### src/rtl/fc_pkg.sv
// rtl/fc_pkg.sv - shared widths, csel codes and FSM state type for the fully-connected stage
//
// Holds the Q4.16 data width, fraction bits and accumulator width, the
// memory-select codes driven on csel, and the FSM state type used by fc_layer.
package fc_pkg;

    localparam int DATA_W = 20;
    localparam int FRAC_W = 16;
    localparam int ACC_W  = 51;
    localparam int PROD_W = 2 * DATA_W;

    localparam logic [2:0] CSEL_NONE = 3'b000;
    localparam logic [2:0] CSEL_L1   = 3'b011;
    localparam logic [2:0] CSEL_OUT  = 3'b101;

    typedef enum logic [2:0] {
        S_IDLE  = 3'd0,
        S_MAC   = 3'd1,
        S_DRAIN = 3'd2,
        S_BIAS  = 3'd3,
        S_WRITE = 3'd4,
        S_DONE  = 3'd5
    } fc_state_e;

endpackage

### src/rtl/fc_mac.sv
// rtl/fc_mac.sv - multiply-accumulate, bias add and round/ReLU/saturate datapath
//
// Ports:
//   clk, reset       rising-edge clock, asynchronous active-low reset
//   acc_clr          clear the accumulator (has priority)
//   mac_en           acc += feat * wgt (20x20 signed Q4.16 product)
//   bias_en          acc += wgt << 16 (bias aligned to product scale)
//   feat, wgt        signed Q4.16 operands from the memories
//   result           rounded, saturated Q4.16 value of the accumulator
// Macro FC_RELU_EN: when defined, negative rounded results are forced to 0.
module fc_mac
    import fc_pkg::*;
(
    input  logic              clk,
    input  logic              reset,
    input  logic              acc_clr,
    input  logic              mac_en,
    input  logic              bias_en,
    input  logic [DATA_W-1:0] feat,
    input  logic [DATA_W-1:0] wgt,
    output logic [DATA_W-1:0] result
);

    // Adding half an LSB then arithmetic-shifting gives acc[50:16] + acc[15].
    localparam logic signed [ACC_W:0] RND_HALF =
        {{(ACC_W - FRAC_W + 1){1'b0}}, 1'b1, {(FRAC_W - 1){1'b0}}};
    localparam logic signed [ACC_W:0] SAT_POS =
        {{(ACC_W - DATA_W + 2){1'b0}}, {(DATA_W - 1){1'b1}}};
    localparam logic signed [ACC_W:0] SAT_NEG =
        {{(ACC_W - DATA_W + 2){1'b1}}, {(DATA_W - 1){1'b0}}};

    logic signed [ACC_W-1:0]  acc_q, acc_d;
    logic signed [PROD_W-1:0] prod;
    logic signed [ACC_W:0]    rnd;

    assign prod = $signed(feat) * $signed(wgt);

    always_comb begin
        acc_d = acc_q;
        if (acc_clr) begin
            acc_d = '0;
        end else if (mac_en) begin
            acc_d = acc_q + {{(ACC_W - PROD_W){prod[PROD_W-1]}}, prod};
        end else if (bias_en) begin
            acc_d = acc_q + {{(ACC_W - DATA_W - FRAC_W){wgt[DATA_W-1]}}, wgt, {FRAC_W{1'b0}}};
        end
    end

    always_ff @(posedge clk or negedge reset) begin
        if (!reset) begin
            acc_q <= '0;
        end else begin
            acc_q <= acc_d;
        end
    end

    assign rnd = ($signed({acc_q[ACC_W-1], acc_q}) + RND_HALF) >>> FRAC_W;

    always_comb begin
        if (rnd > SAT_POS) begin
            result = {1'b0, {(DATA_W - 1){1'b1}}};
        end else if (rnd < SAT_NEG) begin
            result = {1'b1, {(DATA_W - 1){1'b0}}};
        end else begin
            result = rnd[DATA_W-1:0];
        end
`ifdef FC_RELU_EN
        if (rnd[ACC_W]) begin
            result = '0;
        end
`else
`endif
    end

endmodule

### src/rtl/fc_layer.sv
// rtl/fc_layer.sv - fully-connected output stage: FSM, counters and memory ports
//
// Ports:
//   clk, reset               rising-edge clock, asynchronous active-low reset
//   ready / busy             start request (sampled in IDLE) / run in progress
//   crd, caddr_rd, cdata_rd  layer-1 feature read (data one cycle after address)
//   waddr, wdata             weight/bias read (data one cycle after address)
//   cwr, caddr_wr, cdata_wr  output-layer write, one per neuron
//   csel                     memory select: 011 reading, 101 writing, 000 idle
// Macro FC_RELU_EN (see fc_mac): ReLU on the written result.
module fc_layer
    import fc_pkg::*;
#(
    parameter int N_IN    = 1024,
    parameter int N_OUT   = 10,
    parameter int WADDR_W = 14
) (
    input  logic               clk,
    input  logic               reset,
    input  logic               ready,
    output logic               busy,
    output logic               crd,
    output logic [11:0]        caddr_rd,
    input  logic [DATA_W-1:0]  cdata_rd,
    output logic [WADDR_W-1:0] waddr,
    input  logic [DATA_W-1:0]  wdata,
    output logic               cwr,
    output logic [11:0]        caddr_wr,
    output logic [DATA_W-1:0]  cdata_wr,
    output logic [2:0]         csel
);

    fc_state_e          state_q, state_d;
    logic [11:0]        i_q, i_d;
    logic [11:0]        n_q, n_d;
    logic [WADDR_W-1:0] wbase_q, wbase_d;   // n*(N_IN+1), stepped per neuron
    logic               busy_q, busy_d;
    logic               acc_clr, mac_en, bias_en;
    logic [DATA_W-1:0]  result;

    always_comb begin
        state_d = state_q;
        i_d     = i_q;
        n_d     = n_q;
        wbase_d = wbase_q;
        // busy stays up through DONE and the IDLE cycle that follows it.
        busy_d  = (state_q != S_IDLE);
        acc_clr = 1'b0;
        mac_en  = 1'b0;
        bias_en = 1'b0;
        case (state_q)
            S_IDLE: begin
                if (ready) begin
                    state_d = S_MAC;
                    i_d     = '0;
                    n_d     = '0;
                    wbase_d = '0;
                    busy_d  = 1'b1;
                    acc_clr = 1'b1;
                end
            end
            S_MAC: begin
                // Data for index i-1 arrives while index i is addressed.
                mac_en = (i_q != 12'd0);
                i_d    = i_q + 12'd1;
                if (i_q == 12'(N_IN - 1)) begin
                    state_d = S_DRAIN;
                end
            end
            S_DRAIN: begin
                mac_en  = 1'b1;
                state_d = S_BIAS;
            end
            S_BIAS: begin
                bias_en = 1'b1;
                state_d = S_WRITE;
            end
            S_WRITE: begin
                acc_clr = 1'b1;
                if (n_q == 12'(N_OUT - 1)) begin
                    state_d = S_DONE;
                end else begin
                    n_d     = n_q + 12'd1;
                    i_d     = '0;
                    wbase_d = wbase_q + WADDR_W'(N_IN + 1);
                    state_d = S_MAC;
                end
            end
            S_DONE: begin
                state_d = S_IDLE;
            end
            default: begin
                state_d = S_IDLE;
            end
        endcase
    end

    always_ff @(posedge clk or negedge reset) begin
        if (!reset) begin
            state_q <= S_IDLE;
            i_q     <= '0;
            n_q     <= '0;
            wbase_q <= '0;
            busy_q  <= 1'b0;
        end else begin
            state_q <= state_d;
            i_q     <= i_d;
            n_q     <= n_d;
            wbase_q <= wbase_d;
            busy_q  <= busy_d;
        end
    end

    fc_mac u_mac (
        .clk     (clk),
        .reset   (reset),
        .acc_clr (acc_clr),
        .mac_en  (mac_en),
        .bias_en (bias_en),
        .feat    (cdata_rd),
        .wgt     (wdata),
        .result  (result)
    );

    always_comb begin
        crd      = 1'b0;
        caddr_rd = '0;
        waddr    = '0;
        cwr      = 1'b0;
        caddr_wr = '0;
        cdata_wr = '0;
        csel     = CSEL_NONE;
        case (state_q)
            S_MAC: begin
                crd      = 1'b1;
                caddr_rd = i_q;
                waddr    = wbase_q + WADDR_W'(i_q);
                csel     = CSEL_L1;
            end
            S_DRAIN: begin
                waddr = wbase_q + WADDR_W'(N_IN);
                csel  = CSEL_L1;
            end
            S_BIAS: begin
                csel = CSEL_L1;
            end
            S_WRITE: begin
                cwr      = 1'b1;
                caddr_wr = n_q;
                cdata_wr = result;
                csel     = CSEL_OUT;
            end
            default: begin
            end
        endcase
    end

    assign busy = busy_q;

endmodule
### config.mk
export PLATFORM = sky130hd
export DESIGN_NAME = fc_layer
export DESIGN_NICKNAME = d
export VERILOG_FILES = /design/src/rtl/fc_pkg.sv /design/src/rtl/fc_mac.sv /design/src/rtl/fc_layer.sv
export SDC_FILE = /design/constraint.sdc
export NUM_CORES = 2
export LEC_CHECK = 0
export ABC_AREA = 1
export BUFFER_PORTS_ARGS = -buffer_cell sky130_fd_sc_hd__buf_2
export CAP_MARGIN = 20
export CORE_AREA = 2 2 221 223
export DETAILED_ROUTE_END_ITERATION = 10
export DIE_AREA = 0 0 223 225
export HOLD_SLACK_MARGIN = 0.05
export PLACE_DENSITY_LB_ADDON = 0.1
export SKIP_LAST_GASP = 1
export SLEW_MARGIN = 20
export SYNTH_ARGS = -nofsm -noshare
export SYNTH_HDL_FRONTEND = slang
export SYNTH_SLANG_ARGS = --single-unit
### constraint.sdc
create_clock -name clk -period 5.3 [get_ports clk]
set_input_delay 1.06 -clock clk [delete_from_list [all_inputs] [get_ports clk]]
set_output_delay 1.06 -clock clk [all_outputs]
set_load 0.01 [all_outputs]
**Word level (Yosys, flattened, before mapping)**

Cells that the tools add are included.

- Register bits: 93
- Bits in latches: 0
- Memory bits (writable): 0
- ROM bits: 0
- Input bits: 43
- Output and inout bits: 64
- Logic and storage cells: 66
- Memories kept: 0

- Add/sub/neg operators: 8
- $mul: 1
- Div/mod/pow operators: 0
- Order comparisons: 2
- Equal/unequal tests: 9
- Shift operators: 0
- Mux-type cells: 30
- Bitwise gates (word level): 0
- Reduce and logical (&&, ||, !) cells: 10

Operators with widths:

| kind | count |
|---|---|
| 51-bit two-way mux | 3 |
| 51-bit adder | 2 |
| 12-bit two-way mux | 5 |
| 20-bit two-way mux | 3 |
| 14-bit case mux with 2 select lines | 2 |
| 51-bit by 17-bit adder with 52-bit output, second input constant | 1 |
| 20-bit by 20-bit multiplier with 40-bit output | 1 |
| 36-bit by 20-bit greater-than comparator with 1-bit output, second input constant | 1 |
| 36-bit by 20-bit less-than comparator with 1-bit output, second input constant | 1 |
| 12-bit case mux with 3 select lines | 1 |
| 14-bit by 11-bit adder with 14-bit output, second input constant | 2 |
| 14-bit two-way mux | 2 |
| 12-bit by 1-bit adder with 12-bit output, second input constant | 2 |
| 12-bit case mux with 2 select lines | 1 |
| 3-bit case mux with 5 select lines | 1 |
| 14-bit by 12-bit adder with 14-bit output | 1 |
| 12-bit by 10-bit equality test with 1-bit output, second input constant | 1 |
| 12-bit by 4-bit equality test with 1-bit output, second input constant | 1 |
| 12-bit nonzero test | 1 |
| 3-bit two-way mux | 3 |
| 3-bit nonzero test | 3 |
| 3-bit by 2-bit equality test with 1-bit output, second input constant | 2 |
| 1-bit two-way mux | 6 |
| 2-bit inequality test, second input constant | 3 |
| 9 further kinds | 11 |

**Longest topological paths before layout**

- Word-level depth: 5
- Depth in mapped cells: 45
- Depth with buffers taken out: 44

**Hierarchy**

Synthesis repeated with hierarchy kept, for this count alone.

- Cell total of the unflattened synthesis: 4556
- Area, all modules: 29788.6 um^2

By module, submodules not included:

| module | times used | cells each | area an instance (um^2) | sequential area each (um^2) |
|---|---|---|---|---|
| fc_mac | 1 | 3944 | 26055.0 | 1276.2 |
| fc_layer | 1 | 612 | 3733.6 | 1051.0 |

**Worst setup path after synthesis**

Ideal clock, no wire load.

- Kind: in2reg
- Start: in wdata[3]
- End: reg u_mac.acc_q[50]
- Setup time: 117 ps
- Data arrival time: 8662 ps
- Required time: 5183 ps
- Setup slack: -3480 ps
- Stages: 39
- Buffers on the path: 1
- Path through: clkbuf_1 nand2_1 inv_1 fa_1 inv_1 fa_1 inv_1 fa_1 inv_1 fa_1 inv_1 fa_1 fa_1 inv_1 fa_1 inv_1 ha_1 nand2_1 [... 3 more ...] nand3_1 nand3b_1 nand2_1 nand2_1 ha_1 inv_1 o21bai_1 nor2_1 nand2_1 and2_1 nor2_1 nand3_1 nand2_1 nand2_1 nand2_1 nand3_1 nand3_1 nand2_1

- Longest elaborated chain between the ends: 4
- Elaborated cells on any way between the ends: 6
- Classes of those cells: add/sub: 2; mul: 1; mux: 3

Ends and longest elaborated chain:

| element | line | source |
|---|---|---|
| start, declared | fc_layer.sv:26 | `input logic [DATA_W-1:0] wdata,` |
| 20-bit by 20-bit multiplier with 40-bit output / 51-bit adder (equally long branches) | fc_mac.sv:36, fc_mac.sv:45 |  |
| 51-bit adder / 51-bit two-way mux (equally long branches) | fc_mac.sv:43, fc_mac.sv:44 |  |
| 51-bit two-way mux (*) | fc_mac.sv:42 | `end else if (mac_en) begin` |
| 51-bit two-way mux (*) | fc_mac.sv:40 | `if (acc_clr) begin` |
| end signal, assigned | fc_mac.sv:51 | `acc_q <= '0;` |
| end signal, assigned | fc_mac.sv:53 | `acc_q <= acc_d;` |
| end, declared | fc_mac.sv:32 | `logic signed [ACC_W-1:0] acc_q, acc_d;` |

Every way passes the cells marked *; elsewhere a longest branch is shown, timed or not. The select of a mux whose other input is x is not followed.
A chain may end at the register's enable or synchronous reset.

**Final worst setup path**

- Start: in wdata[2]
- End: reg u_mac.acc_q[21]

The elaborated chain is that of the path after synthesis.

==> impl_metrics.ini <==
[clock_tree]
cts_buffers = 9
cts_tree = done
cts_max_path_buffers = 2
clock_sinks = 93
clk_pin_slew_worst_paths_ns = 0.09
cts_root_buf = clkbuf_16
h-tree-depth = 3
clk_latency_ns = 0.38

[placed_design]
port_buffers = 106
place_congestion = 1.05
dp_hpwl_mm = 79.8
dpl_cell_area_sq_um = 34800

[route]
drtIter0Drc = 5005
wire_per_inst_um = 23.9
dr_total_vias = 34300
drc = 10
via_per_inst = 6.19
postRouteAntennaNets = 0
drt-pass1-iter-count = 11
wirelength_mm = 132

[finish]
multi_input_area_sq_um = 26500
nFillCells = 2664
layout.area.seq_sq_um = 2330
layout_common_cells = inv_1, nand2_1, buf_4, fa_1, nor2_1
layout-drive-gt1-share = 0.316
postLayoutCellArea_sq_um = 40100
final_common_cell = inv_1
fin_nets = 5593
area_growth_pct = 39.3

[floorplan]
die_y_um = 225
die_area_sq_um = 50200
initial_core_util = 0.605
core_sq_um = 47500
top_level_ports = 107
die_width_um = 223
rows = 80

[critical_path]
worst_ep_arrival_time_ns = 9.86
worst_setup_path_start_kind = primary input
cp_common_cell = fa_1
cp_max_fo = 7
critical_path_buf_inv_count = 13
r2r-start = state_q[2]
crit_path_start = wdata[2]
cpPeakStageDelay_ns = 0.72
required_ns = 5.58
slowest_stage = xnor2_1
cpLargestDelayFamily = adder cells
endpoint_kind = flop
path_class = primary input to flop

[min_path]
worstHoldPathType = flop to flop
hp-start = u_mac.acc_q[3]

[grt]
grt_pass1_vias = 31900
grt_remaining_overflow = 0
grt_max_degree = 54
antenna_found_initial = 9
grt_pass1_wl_mm = 164
grt_use_total = 0.418

[synth]
yosysTopAreaCellShare = 0.294
synth_cell_types = 51
ys_ff_latch = 93
yosysSeqAreaShare = 0.0809
avgSynthCellArea_sq_um = 6.70
synth.area.top_cells = fa_1, nand2_1, inv_1
yosysWarnings = 0
syn-instance-count = 4295
syn_nets = 4976
netlist_area_sq_um = 28800
yosysTopAreaCell = fa_1

[timing]
slew-limit-headroom = 0.260
timing.fmax_ghz = 0.104
finClkSkew_ns = 0.0187
min_period_ns = 9.59
rsz0062_at_grt = yes
maxSlewViolCount = 0
hold_viol = 0
setup_viol = 47
tightest_slew_ns = 1.11
worst_slack_ns = -4.29
holdWs_ns = 0.528
finalCritPeriodShare = 1.81

[run]
cap_violations = 0

[run_status]
status = finished with violations
violations = design-rule violations, negative setup slack
-- what timing repair did --
action                                  CTS  global route
pin swaps                               280           291
hold buffers                              0             0
cloned                                    3             1
resized for setup                       490           389
endpoints found under the setup margin   46            46
hold endpoints to repair                  0             0
buffers inserted                        102            72
-- final cells by class --
type,count,area share
diodes,5,0.000312
clock buffers,9,0.00562
clock inverters,7,0.00231
inverters,1061,0.100
multi-input cells,3032,0.660
flip-flops and latches,93,0.0581
well taps,615,0.0192
repair buffers,715,0.154
-- path summary, 6_finish.rpt --
kind | depth (start not counted) | endpoint | slack (ns)
worst min register to register | 2 | u_mac.acc_q[3] | 0.53
worst max register to register | 11 | u_mac.acc_q[24] | 1.41
min in group asynchronous | 1 | i_q[1] | 0.68
worst max-delay path | 39 | u_mac.acc_q[21] | -4.29
worst min-delay path | 2 | u_mac.acc_q[3] | 0.53
max in group asynchronous | 2 | u_mac.acc_q[36] | 3.39
-- per-stage QoR --
step,utilization,instances,setup WS (ns),TNS [ns]
after detailed placement,0.732,5358,-3.61,-141.45
after global routing,0.843,5532,-4.17,-152.54
after floorplan,-,4295,-2.71,-91.06
after global placement,0.732,5358,-3.57,-138.87
after CTS,0.800,5468,-2.85,-110.61
final,0.843,5537,-4.29,-150.07
-- per-layer routing --
metal,vias up,track usage,wire length (um)
met4,14,0.267,14300
met2,2945,0.709,56400
met1,15900,0.490,43100
met3,1298,0.0772,18400
li1,14200,-,-
met5,-,0.0137,264
-- cell families (layout without fill, tap and decap cells) --
logic type / count (synthesis) / in the layout / synth area share
adder cells (fa/ha/maj): 638 / 638 / 0.388
AND/OR/NAND/NOR: 1847 / 1847 / 0.262
buffers and inverters: 1170 / 1792 / 0.154
AO/OA/AOI/OAI: 464 / 464 / 0.0900
flip-flops: 93 / 93 / 0.0809
XOR/XNOR: 83 / 83 / 0.0253
other: 0 / 5 / 0
-- cell usage after synthesis, drive strengths merged --
cell / number
fa: 423
o21ai: 158
dfrtp: 93
a31oi: 11
xnor2: 34
nor2: 389
o2111ai: 1
o211ai: 7
a32o: 3
buf: 13
o221ai: 2
xor2: 49
nand4: 39
o22ai: 11
o21a: 7
a22o: 3
o221a: 1
o31ai: 2
a21o: 17
a21oi: 198
a21boi: 7
o21bai: 30
a221oi: 1
nand3b: 4
inv: 1061
nand3: 208
or2: 12
nor3: 43
ha: 215
and2: 2
nand2: 1135
clkbuf: 96
nor4: 13
and3: 2
a211oi: 5
-- tightest hold or removal path, stage by stage (launching register included) --
cell	delay, ns
dfrtp_1	0.38
nand2_1	0.06
o21ai_0	0.06
-- registers in the layout (all words and copies together), names as in the netlist --
signal and count:
busy 1, state_q 3, u_mac.acc_q 51, i_q 12
wbase_q 14, n_q 12
Power is left out: the tool's default activity adds up to more than one toggle a clock period on the data nets, which glitch-free logic cannot reach.
